$ cat config.mk
export PLATFORM = sky130hd
export DESIGN_NAME = alu_multicycle_flat
export DESIGN_NICKNAME = d
export VERILOG_FILES = /design/src/rtl/alu_multicycle_pkg.sv /design/src/rtl/alu_multicycle_if.sv /design/src/rtl/alu_multicycle_muldiv_core.sv /design/src/rtl/alu_multicycle.sv /design/src/flat_wrapper.sv
export SDC_FILE = /design/constraint.sdc
export NUM_CORES = 1
export LEC_CHECK = 0
export CAP_MARGIN = 5
export CORE_MARGIN = 4
export CORE_UTILIZATION = 60
export CTS_BUF_LIST = sky130_fd_sc_hd__clkbuf_8
export DETAILED_ROUTE_END_ITERATION = 7
export PLACE_DENSITY = 0.91
export SLEW_MARGIN = 30
export SYNTH_ARGS = -nofsm -noshare
export SYNTH_HDL_FRONTEND = slang
export SYNTH_SLANG_ARGS = --single-unit
export TNS_END_PERCENT = 20
$ cat constraint.sdc
create_clock -name clk -period 3.2 [get_ports clk]
set_input_delay 0.32 -clock clk [delete_from_list [all_inputs] [get_ports clk]]
set_output_delay 0.32 -clock clk [all_outputs]
set_load 0.02 [all_outputs]
$ cat src/rtl/alu_multicycle_pkg.sv
// Shared definitions for the multi-cycle ALU: opcodes, flag bit positions,
// controller states and the common flag-packing helper.
package alu_multicycle_pkg;

    localparam int WIDTH    = 16;
    localparam int ITER_CNT = 16;

    localparam logic [3:0] OP_ADD = 4'd0;
    localparam logic [3:0] OP_SUB = 4'd1;
    localparam logic [3:0] OP_AND = 4'd2;
    localparam logic [3:0] OP_OR  = 4'd3;
    localparam logic [3:0] OP_XOR = 4'd4;
    localparam logic [3:0] OP_NOT = 4'd5;
    localparam logic [3:0] OP_SHL = 4'd6;
    localparam logic [3:0] OP_SHR = 4'd7;
    localparam logic [3:0] OP_MUL = 4'd8;
    localparam logic [3:0] OP_DIV = 4'd9;
    localparam logic [3:0] OP_MOD = 4'd10;

    localparam int FLAG_Z = 0;
    localparam int FLAG_N = 1;
    localparam int FLAG_C = 2;
    localparam int FLAG_V = 3;

    typedef enum logic [1:0] {
        S_IDLE,
        S_EXEC,
        S_ITER,
        S_DONE
    } state_t;

    function automatic logic [3:0] makeFlags(input logic [WIDTH-1:0] r,
                                             input logic c,
                                             input logic v);
        logic [3:0] f;
        f         = '0;
        f[FLAG_Z] = (r == '0);
        f[FLAG_N] = r[WIDTH-1];
        f[FLAG_C] = c;
        f[FLAG_V] = v;
        return f;
    endfunction

endpackage

$ cat src/rtl/alu_multicycle_if.sv
// Request/response bundle between the controller and the ALU.
interface alu_multicycle_if;
    import alu_multicycle_pkg::*;

    logic             start;
    logic [3:0]       opcode;
    logic [WIDTH-1:0] operand_a;
    logic [WIDTH-1:0] operand_b;
    logic [WIDTH-1:0] result;
    logic [3:0]       ALU_flags;
    logic             ALU_ready;
    logic             busy;

    modport master (
        output start, opcode, operand_a, operand_b,
        input  result, ALU_flags, ALU_ready, busy
    );

    modport slave (
        input  start, opcode, operand_a, operand_b,
        output result, ALU_flags, ALU_ready, busy
    );

endinterface

$ cat src/rtl/alu_multicycle_muldiv_core.sv
// Iterative datapath: shift-add multiply and restoring divide run side by side,
// one bit per step; the owner picks the product, quotient or remainder.
module alu_multicycle_muldiv_core
    import alu_multicycle_pkg::*;
#(
    parameter int W = WIDTH,
    parameter int N = ITER_CNT
) (
    input  logic           clk,
    input  logic           rst_n,
    input  logic           load_i,
    input  logic           step_i,
    input  logic [W-1:0]   a_i,
    input  logic [W-1:0]   b_i,
    output logic           done_o,
    output logic [2*W-1:0] product_o,
    output logic [W-1:0]   quotient_o,
    output logic [W-1:0]   remainder_o
);

    localparam int CW = $clog2(N + 1);

    logic [CW-1:0]  cnt_q;
    logic [2*W-1:0] acc_q;
    logic [2*W-1:0] mcand_q;
    logic [W-1:0]   mplier_q;
    logic [W-1:0]   rem_q;
    logic [W-1:0]   quo_q;
    logic [W-1:0]   divisor_q;

    logic [W:0] shifted_d;
    logic [W:0] trial_d;

    // Restoring step: a clear top bit of the trial means the divisor fitted.
    assign shifted_d = {rem_q, quo_q[W-1]};
    assign trial_d   = shifted_d - {1'b0, divisor_q};

    assign done_o      = (cnt_q == CW'(N));
    assign product_o   = acc_q;
    assign quotient_o  = quo_q;
    assign remainder_o = rem_q;

    always_ff @(posedge clk or negedge rst_n) begin
        if (!rst_n) begin
            cnt_q     <= '0;
            acc_q     <= '0;
            mcand_q   <= '0;
            mplier_q  <= '0;
            rem_q     <= '0;
            quo_q     <= '0;
            divisor_q <= '0;
        end else if (load_i) begin
            cnt_q     <= '0;
            acc_q     <= '0;
            mcand_q   <= {{W{1'b0}}, a_i};
            mplier_q  <= b_i;
            rem_q     <= '0;
            quo_q     <= a_i;
            divisor_q <= b_i;
        end else if (step_i && !done_o) begin
            cnt_q    <= cnt_q + CW'(1);
            if (mplier_q[0]) begin
                acc_q <= acc_q + mcand_q;
            end
            mcand_q  <= mcand_q << 1;
            mplier_q <= mplier_q >> 1;
            if (!trial_d[W]) begin
                rem_q <= trial_d[W-1:0];
                quo_q <= {quo_q[W-2:0], 1'b1};
            end else begin
                rem_q <= shifted_d[W-1:0];
                quo_q <= {quo_q[W-2:0], 1'b0};
            end
        end
    end

endmodule

$ cat src/rtl/alu_multicycle.sv
// 16-bit multi-cycle ALU: controller FSM, single-cycle ops, flag generation and
// registered outputs; MUL/DIV/MOD are delegated to the iterative core.
module alu_multicycle
    import alu_multicycle_pkg::*;
(
    input logic              clk,
    input logic              rst_n,
    alu_multicycle_if.slave  bus
);

    state_t           state_q;
    logic [3:0]       op_q;
    logic [WIDTH-1:0] a_q;
    logic [WIDTH-1:0] b_q;
    logic [WIDTH-1:0] result_q;
    logic [3:0]       flags_q;
    logic             ready_q;
    logic             busy_q;

    logic               coreLoad;
    logic               coreDone;
    logic [2*WIDTH-1:0] product;
    logic [WIDTH-1:0]   quotient;
    logic [WIDTH-1:0]   remainder;
    logic               iterReq;

    logic [WIDTH:0]   sum17;
    logic [WIDTH:0]   diff17;
    logic [WIDTH-1:0] execRes;
    logic             execC;
    logic             execV;
    logic [WIDTH-1:0] iterRes;
    logic             iterC;

    // MUL always iterates; DIV/MOD by zero take the one-cycle error path.
    assign iterReq  = (bus.opcode == OP_MUL) ||
                      (((bus.opcode == OP_DIV) || (bus.opcode == OP_MOD)) && (bus.operand_b != '0));
    assign coreLoad = (state_q == S_IDLE) && bus.start && iterReq;

    alu_multicycle_muldiv_core #(.W(WIDTH), .N(ITER_CNT)) u_core (
        .clk         (clk),
        .rst_n       (rst_n),
        .load_i      (coreLoad),
        .step_i      (state_q == S_ITER),
        .a_i         (bus.operand_a),
        .b_i         (bus.operand_b),
        .done_o      (coreDone),
        .product_o   (product),
        .quotient_o  (quotient),
        .remainder_o (remainder)
    );

    assign sum17  = {1'b0, a_q} + {1'b0, b_q};
    assign diff17 = {1'b0, a_q} - {1'b0, b_q};

    always_comb begin
        execRes = '0;
        execC   = 1'b0;
        execV   = 1'b0;
        case (op_q)
            OP_ADD: begin
                execRes = sum17[WIDTH-1:0];
                execC   = sum17[WIDTH];
                execV   = (a_q[WIDTH-1] == b_q[WIDTH-1]) && (execRes[WIDTH-1] != a_q[WIDTH-1]);
            end
            OP_SUB: begin
                execRes = diff17[WIDTH-1:0];
                execC   = diff17[WIDTH];
                execV   = (a_q[WIDTH-1] != b_q[WIDTH-1]) && (execRes[WIDTH-1] != a_q[WIDTH-1]);
            end
            OP_AND: execRes = a_q & b_q;
            OP_OR:  execRes = a_q | b_q;
            OP_XOR: execRes = a_q ^ b_q;
            OP_NOT: execRes = ~a_q;
            OP_SHL: begin
                execRes = {a_q[WIDTH-2:0], 1'b0};
                execC   = a_q[WIDTH-1];
            end
            OP_SHR: begin
                execRes = {1'b0, a_q[WIDTH-1:1]};
                execC   = a_q[0];
            end
            OP_DIV, OP_MOD: begin
                execRes = '1;
                execV   = 1'b1;
            end
            default: begin
                execRes = '0;
                execV   = 1'b1;
            end
        endcase
    end

    always_comb begin
        iterRes = product[WIDTH-1:0];
        iterC   = 1'b0;
        case (op_q)
            OP_DIV:  iterRes = quotient;
            OP_MOD:  iterRes = remainder;
            default: iterC   = |product[2*WIDTH-1:WIDTH];
        endcase
    end

    // Outputs change only when entering DONE, so they hold through ITER.
    always_ff @(posedge clk or negedge rst_n) begin
        if (!rst_n) begin
            state_q  <= S_IDLE;
            op_q     <= '0;
            a_q      <= '0;
            b_q      <= '0;
            result_q <= '0;
            flags_q  <= '0;
            ready_q  <= 1'b0;
            busy_q   <= 1'b0;
        end else begin
            case (state_q)
                S_IDLE: begin
                    ready_q <= 1'b0;
                    if (bus.start) begin
                        op_q    <= bus.opcode;
                        a_q     <= bus.operand_a;
                        b_q     <= bus.operand_b;
                        busy_q  <= 1'b1;
                        state_q <= iterReq ? S_ITER : S_EXEC;
                    end
                end
                S_EXEC: begin
                    result_q <= execRes;
                    flags_q  <= makeFlags(execRes, execC, execV);
                    ready_q  <= 1'b1;
                    state_q  <= S_DONE;
                end
                S_ITER: begin
                    if (coreDone) begin
                        result_q <= iterRes;
                        flags_q  <= makeFlags(iterRes, iterC, 1'b0);
                        ready_q  <= 1'b1;
                        state_q  <= S_DONE;
                    end
                end
                default: begin
                    ready_q <= 1'b0;
                    busy_q  <= 1'b0;
                    state_q <= S_IDLE;
                end
            endcase
        end
    end

    assign bus.result    = result_q;
    assign bus.ALU_flags = flags_q;
    assign bus.ALU_ready = ready_q;
    assign bus.busy      = busy_q;

endmodule
$ cat src/flat_wrapper.sv
// flat-port wrapper written by rule: the top's interface ports become plain ports
module alu_multicycle_flat import alu_multicycle_pkg::*;
  (clk, rst_n, bus_start, bus_opcode, bus_operand_a, bus_operand_b, bus_result, bus_ALU_flags, bus_ALU_ready, bus_busy);
  alu_multicycle_if bus_i ();
  input logic clk;
  input logic rst_n;
  input wire logic [$bits(bus_i.start)-1:0] bus_start;
  input wire logic [$bits(bus_i.opcode)-1:0] bus_opcode;
  input wire logic [$bits(bus_i.operand_a)-1:0] bus_operand_a;
  input wire logic [$bits(bus_i.operand_b)-1:0] bus_operand_b;
  output wire logic [$bits(bus_i.result)-1:0] bus_result;
  output wire logic [$bits(bus_i.ALU_flags)-1:0] bus_ALU_flags;
  output wire logic [$bits(bus_i.ALU_ready)-1:0] bus_ALU_ready;
  output wire logic [$bits(bus_i.busy)-1:0] bus_busy;
  assign bus_i.start = bus_start;
  assign bus_i.opcode = bus_opcode;
  assign bus_i.operand_a = bus_operand_a;
  assign bus_i.operand_b = bus_operand_b;
  assign bus_result = bus_i.result;
  assign bus_ALU_flags = bus_i.ALU_flags;
  assign bus_ALU_ready = bus_i.ALU_ready;
  assign bus_busy = bus_i.busy;
  alu_multicycle u_core (.clk(clk), .rst_n(rst_n), .bus(bus_i));
endmodule
Word level (Yosys, flattened, before mapping)

Index checks and enable logic that the tools add are counted.

Flip-flop bits (word level): 193
Bits of input ports: 39
Logic and storage cells: 104

Add/sub/neg operators: 5
Equality and inequality tests: 21
Mux-type cells: 32
Bitwise logic cells: 5
Reduce and logical (&&, ||, !) cells: 26

Operator list:

| cell                                                                  | count |
|---|---|
| 32-bit 2-to-1 mux                                                     | 5 |
| 16-bit one-hot mux with 9 select lines                                | 1 |
| 16-bit 2-to-1 mux                                                     | 8 |
| 16-bit one-hot mux with 2 select lines                                | 2 |
| 32-bit adder                                                          | 1 |
| 16-bit logical NOT                                                    | 2 |
| 4-bit equality test, second input constant                            | 5 |
| 16-bit by 16-bit adder with 17-bit output                             | 1 |
| 16-bit by 16-bit subtractor with 17-bit output                        | 1 |
| 17-bit by 16-bit subtractor with 17-bit output                        | 1 |
| 16-bit AND                                                            | 1 |
| 4-bit by 3-bit equality test with 1-bit output, second input constant | 4 |
| 16-bit NOT                                                            | 1 |
| 16-bit OR                                                             | 1 |
| 16-bit nonzero test                                                   | 1 |
| 16-bit OR reduction                                                   | 1 |
| 16-bit XOR                                                            | 1 |
| 5-bit 2-to-1 mux                                                      | 2 |
| 2-bit AND reduction                                                   | 5 |
| 4-bit by 2-bit equality test with 1-bit output, second input constant | 2 |
| 4-bit one-hot mux with 2 select lines                                 | 1 |
| 1-bit logical AND                                                     | 6 |
| 2-bit 2-to-1 mux                                                      | 3 |
| 2-bit one-hot mux with 3 select lines                                 | 1 |
| other kinds (22)                                                      | 32 |

Logic depth before layout (Yosys ltp)

Word-level depth: 7
Mapped depth: 14

Hierarchy

Synthesis repeated with hierarchy kept, for this count alone.

Cells, all modules: 1,768
Area, all modules: 14,521.4 µm²

By module, submodules not included:

| module                     | times used | cells each | area each (µm²) | sequential area each (µm²) |
|---|---|---|---|---|
| alu_multicycle_muldiv_core | 1          | 913        | 7,893.8         | 3,328.2 |
| alu_multicycle             | 1          | 855        | 6,627.6         | 1,476.4 |

Worst setup path after synthesis

OpenSTA, ideal clock, no wires.

Kind: flip-flop to flip-flop
Start point: register u_core.a_q[1]
End point: register u_core.flags_q[1], in the netlist u_core.bus.ALU_flags[1]
Arrival time: 2.758 ns
Required time: 3.064 ns
Path slack: 0.305 ns
Cell stages (with the launch flop): 13
Buffers on the path: 0
Period minus slack after synthesis: 2.895 ns
Cell sequence: dfrtp_1 > inv_1 > ha_1 > a21oi_1 > o211ai_2 > a21oi_2 > or4_4 > nand3_2 > o211ai_1 > and3_1 > or4b_4 > nor2_1 > o31ai_1

Cells in the longest elaborated chain, start to end: 3
Elaborated cells between the ends (all ways): 4
Classes of those cells: 2 x add/sub; 2 x mux

RTL lines:

| element                                                                                                     | RTL line                                   | source |
|---|---|---|
| start, declared                                                                                             | alu_multicycle.sv:13                       | `logic [WIDTH-1:0] a_q;` |
| start signal, assigned                                                                                      | alu_multicycle.sv:121                      | `a_q <= bus.operand_a;` |
| 16-bit by 16-bit subtractor with 17-bit output or 16-bit by 16-bit adder with 17-bit output (tied branches) | alu_multicycle.sv:54, alu_multicycle.sv:53 |  |
| 16-bit one-hot mux with 9 select lines (*)                                                                  | alu_multicycle.sv:60                       | `case (op_q)` |
| 4-bit one-hot mux with 2 select lines (*)                                                                   | alu_multicycle.sv:116                      | `case (state_q)` |
| end signal, assigned                                                                                        | alu_multicycle.sv:129                      | `flags_q <= makeFlags(execRes, execC, execV);` |
| end signal, assigned                                                                                        | alu_multicycle.sv:136                      | `flags_q <= makeFlags(iterRes, iterC, 1'b0);` |
| end, declared                                                                                               | alu_multicycle.sv:16                       | `logic [3:0] flags_q;` |

Every way passes the cells marked *; elsewhere a longest branch is shown, timed or not.
A chain may end at the register's enable or synchronous reset.

Final worst setup path

Start point: register u_core.b_q[2]
End point: register u_core.flags_q[1], in the netlist u_core.bus.ALU_flags[1]

Cells in the longest elaborated chain, start to end: 3
Elaborated cells between the ends (all ways): 4
Classes of those cells: 2 x add/sub; 2 x mux

RTL lines:

| element                                                                                                     | RTL line                                   | source |
|---|---|---|
| start, declared                                                                                             | alu_multicycle.sv:14                       | `logic [WIDTH-1:0] b_q;` |
| start signal, assigned                                                                                      | alu_multicycle.sv:122                      | `b_q <= bus.operand_b;` |
| 16-bit by 16-bit subtractor with 17-bit output or 16-bit by 16-bit adder with 17-bit output (tied branches) | alu_multicycle.sv:54, alu_multicycle.sv:53 |  |
| 16-bit one-hot mux with 9 select lines (*)                                                                  | alu_multicycle.sv:60                       |  |
| 4-bit one-hot mux with 2 select lines (*)                                                                   | alu_multicycle.sv:116                      |  |

Marked as above.

==> impl_metrics.tcl <==
set metrics [dict create \
    status "finished with violations" \
    violations "DRC" \
    hold_viol_final 0 \
    stdcell_count 2093 \
    routed_wl_um 44900 \
    start_kind "register" \
    critPathCaptureType "register" \
    critPathMaxStageDelay_ns 0.52 \
    dieArea_um2 25900 \
    cts_max_path_buffers 2 \
    die-height_um 161 \
    cts_sinks 192 \
    row_count 55 \
    dieWidth_um 161 \
    grt_use_total 0.342 \
    worst_slew_pin_slew_ns 0.878 \
    async_flop_share 1.00 \
    ys_seq_area_frac 0.342 \
    cp.required_ns 3.57 \
    synthFlopType "dfrtp_1" \
    clk_pin_slew_ns 0.12 \
    cp.arrival_ns 3.50 \
    setup_viol 0 \
    yosys.area.top_type "dfrtp_1" \
    dp.cells 2060 \
    grt_overflow 0 \
    antenna_left 0 \
    dr.pass1.iters 8 \
    met3_length_um 4950 \
    vias 13700 \
    clock_latency_ns 0.50 \
    post-cts-setup-buffers 0 \
    drcViolationCount 14 \
    cp_cell_sequence "inv_1 > ha_1 > nand2_1 > o211ai_2 > a21oi_2 > or4_4 > nand3_2 > o211ai_1 > and3_1 > or4b_4 > nor2_1 > o31ai_1" \
    route.top_layer_used "met4" \
    cts_tree "built" \
    ys_types 93 \
    wire_per_inst_um 21.5 \
    relSlewSlack 0.415 \
    drive_gt1_frac 0.134 \
    maxCapViolCount 0 \
    netlist_area_um2 14000 \
    via_per_inst 6.57 \
    antenna_found_initial 0 \
    io_buffers 60 \
    fillers 1731 \
    synth_nets 1823 \
    diodes 0 \
    cpMaxStageDelayCell "or4b_4" \
    fin_nets 1910 \
    cp_max_fo 6 \
    start_util 0.614 \
    post-route-min-period_ns 3.13 \
    met2_wirelength_um 19800 \
    ioPinCount 61 \
    core_area_um2 22800 \
    slew_viol_final 0 \
    min_period_over_period 0.978 \
    synth_edf_count 0 \
    syn_to_final_growth_pct 14.5 \
    grt_max_degree 110 \
    critPathKind "register to register" \
    h-tree-depth 4 \
    rsz0062_at_grt "yes" \
    grt_pass1_vias 13000 \
    yosys_warnings 0 \
    drt_iter0_drc 1707 \
    min_path_type "input pin to async pin" \
    met1_length_um 18100 \
    grt_pass1_wl_um 71000 \
    synth.ff_latch_count 192 \
    max_freq_mhz 320 \
    netlist.area_leader.share 0.342 \
    globalplace.congestion 0.995 \
    cts-root-buf "clkbuf_8" \
    avgSynthCellArea_um2 8.35 \
    finClkSkew_ns 0.0236 \
    synthTopCellsByArea "dfrtp_1, ha_1, nand2_1" \
    syn-instance-count 1680 \
    cts-buffers-inserted 17 \
    dp_hpwl_um 33700 \
]
[cell families after synthesis]
group / share of synthesized area
AND/OR/NAND/NOR: 0.184
AO/OA/AOI/OAI: 0.225
flip-flops: 0.342
buffers and inverters: 0.0540
adder cells (fa/ha/maj): 0.0956
multiplexers: 0.0692
XOR/XNOR: 0.0301
[final timing paths]
kind / startpoint / endpoint / slack (ns) / cells past startpoint
max reg2reg: u_core.b_q[2] / u_core.bus.ALU_flags[1] / 0.07 / 12
min in group clk: bus_operand_b[5] / u_core.u_core.divisor_q[5] / 0.48 / 3
max in group asynchronous: rst_n / u_core.b_q[14] / 1.88 / 3
min: rst_n / u_core.u_core.product_o[10] / 0.45 / 2
max: u_core.b_q[2] / u_core.bus.ALU_flags[1] / 0.07 / 12
min reg2reg: u_core.bus.ALU_ready / u_core.bus.ALU_ready / 0.50 / 2
[stage by stage]
stage          cell area [um^2]  hold slack, ns   TNS, ns   util  worst slack, ns
2_1_floorplan             14000          0.0244         0      -            0.305
3_3_place_gp              15500           0.463         0  0.678           0.0271
3_5_place_dp              15500           0.469  -0.00265  0.678         -0.00265
4_1_cts                   15900           0.478         0  0.697          0.00428
5_1_grt                   16100           0.493    -0.103  0.703          -0.0457
6_report                  16100           0.449         0  0.703           0.0714
[Yosys cell counts, types with 5 or more instances]
library cell    n
nand2_1       226
dfrtp_1       192
nor2_1        147
a21oi_1       143
o21ai_0       135
ha_1          100
inv_1          86
clkbuf_1       66
nor3_1         46
mux2_2         45
mux2i_1        43
a31oi_1        37
a21o_1         27
xnor2_1        24
nand3_1        22
xor2_1         21
nor4_1         18
o221ai_1       18
nor2b_1        17
o21a_1         15
o21bai_1       14
a211oi_1       13
nand2b_1       13
buf_1          12
nand4_1        12
o31ai_1        12
and3_1         11
buf_2          11
or3_1          10
o211ai_1        8
o22ai_1         8
o21ai_1         7
a221o_1         6
buf_4           6
and2_1          5
o41ai_1         5
[worst max-delay path, delay by kind of cell, from the launching register on]
| family | cells | cell delay [ns] |
|---|---|---|
| and+or+nand+nor | 6 | 1.53 |
| adders and majority gates | 1 | 0.37 |
| DFF | 1 | 0.40 |
| buffers and inverters | 1 | 0.07 |
| AOI/OAI and AO/OA | 4 | 0.63 |
[routing by layer]
layer / vias to the layer above / GRT usage
met1: 6552 / 0.474
met2: 839 / 0.515
met4: 0 / 0.139
li1: 6199 / -
met5: - / 0
met3: 157 / 0.0870
[registers in the layout (all words and copies together), names as in the netlist]
name	flops
u_core.bus.busy	1
u_core.u_core.product_o	32
u_core.u_core.cnt_q	5
u_core.u_core.quotient_o	16
u_core.u_core.divisor_q	16
u_core.op_q	4
u_core.bus.ALU_flags	4
u_core.u_core.remainder_o	16
u_core.state_q	2
u_core.bus.result	15
u_core.b_q	16
u_core.u_core.mplier_q	16
u_core.a_q	16
u_core.u_core.mcand_q	32
u_core.bus.ALU_ready	1
[cells in the final DEF, fill, tap and decap left out, drive strengths merged, types with 6 or more instances in the layout]
cell type / Yosys / layout
mux2i: 43 / 43
o31ai: 12 / 12
nor2: 148 / 148
xnor2: 24 / 24
mux2: 46 / 46
nand2b: 14 / 14
a21o: 27 / 27
o21bai: 14 / 14
o21ai: 142 / 142
a31oi: 37 / 37
o211ai: 9 / 9
ha: 100 / 100
o22ai: 8 / 8
a221o: 6 / 6
nor2b: 18 / 18
and3: 11 / 11
nand2: 227 / 227
or3: 10 / 10
inv: 87 / 97
nor4: 19 / 19
nand4: 12 / 12
o41ai: 7 / 7
a211oi: 13 / 13
nand3: 23 / 23
clkbuf: 67 / 17
dfrtp: 192 / 192
clkdlybuf4s50: 0 / 59
a21oi: 145 / 145
o21a: 15 / 15
xor2: 22 / 22
buf: 32 / 107
nor3: 46 / 46
o221ai: 18 / 18
[layout make-up]
class	count	area [um^2]	share of cell area
clock buffers	17	234	0.0146
inverters	87	327	0.0203
well taps	313	392	0.0244
repair buffers	167	1470	0.0917
flip-flops and latches	192	4810	0.299
clock inverters	15	194	0.0121
multi-input cells	1302	8640	0.538
[repair_timing]
action / 4_1_cts / 5_1_grt
gates resized for setup: 1 / 31
hold buffers: 1 / 0
pin swaps: 0 / 8
endpoints found under the setup margin: 1 / 20
hold endpoints to repair: 34 / 0
Power is left out: the tool's default activity adds up to more than one toggle a clock period on the data nets, which glitch-free logic cannot reach.
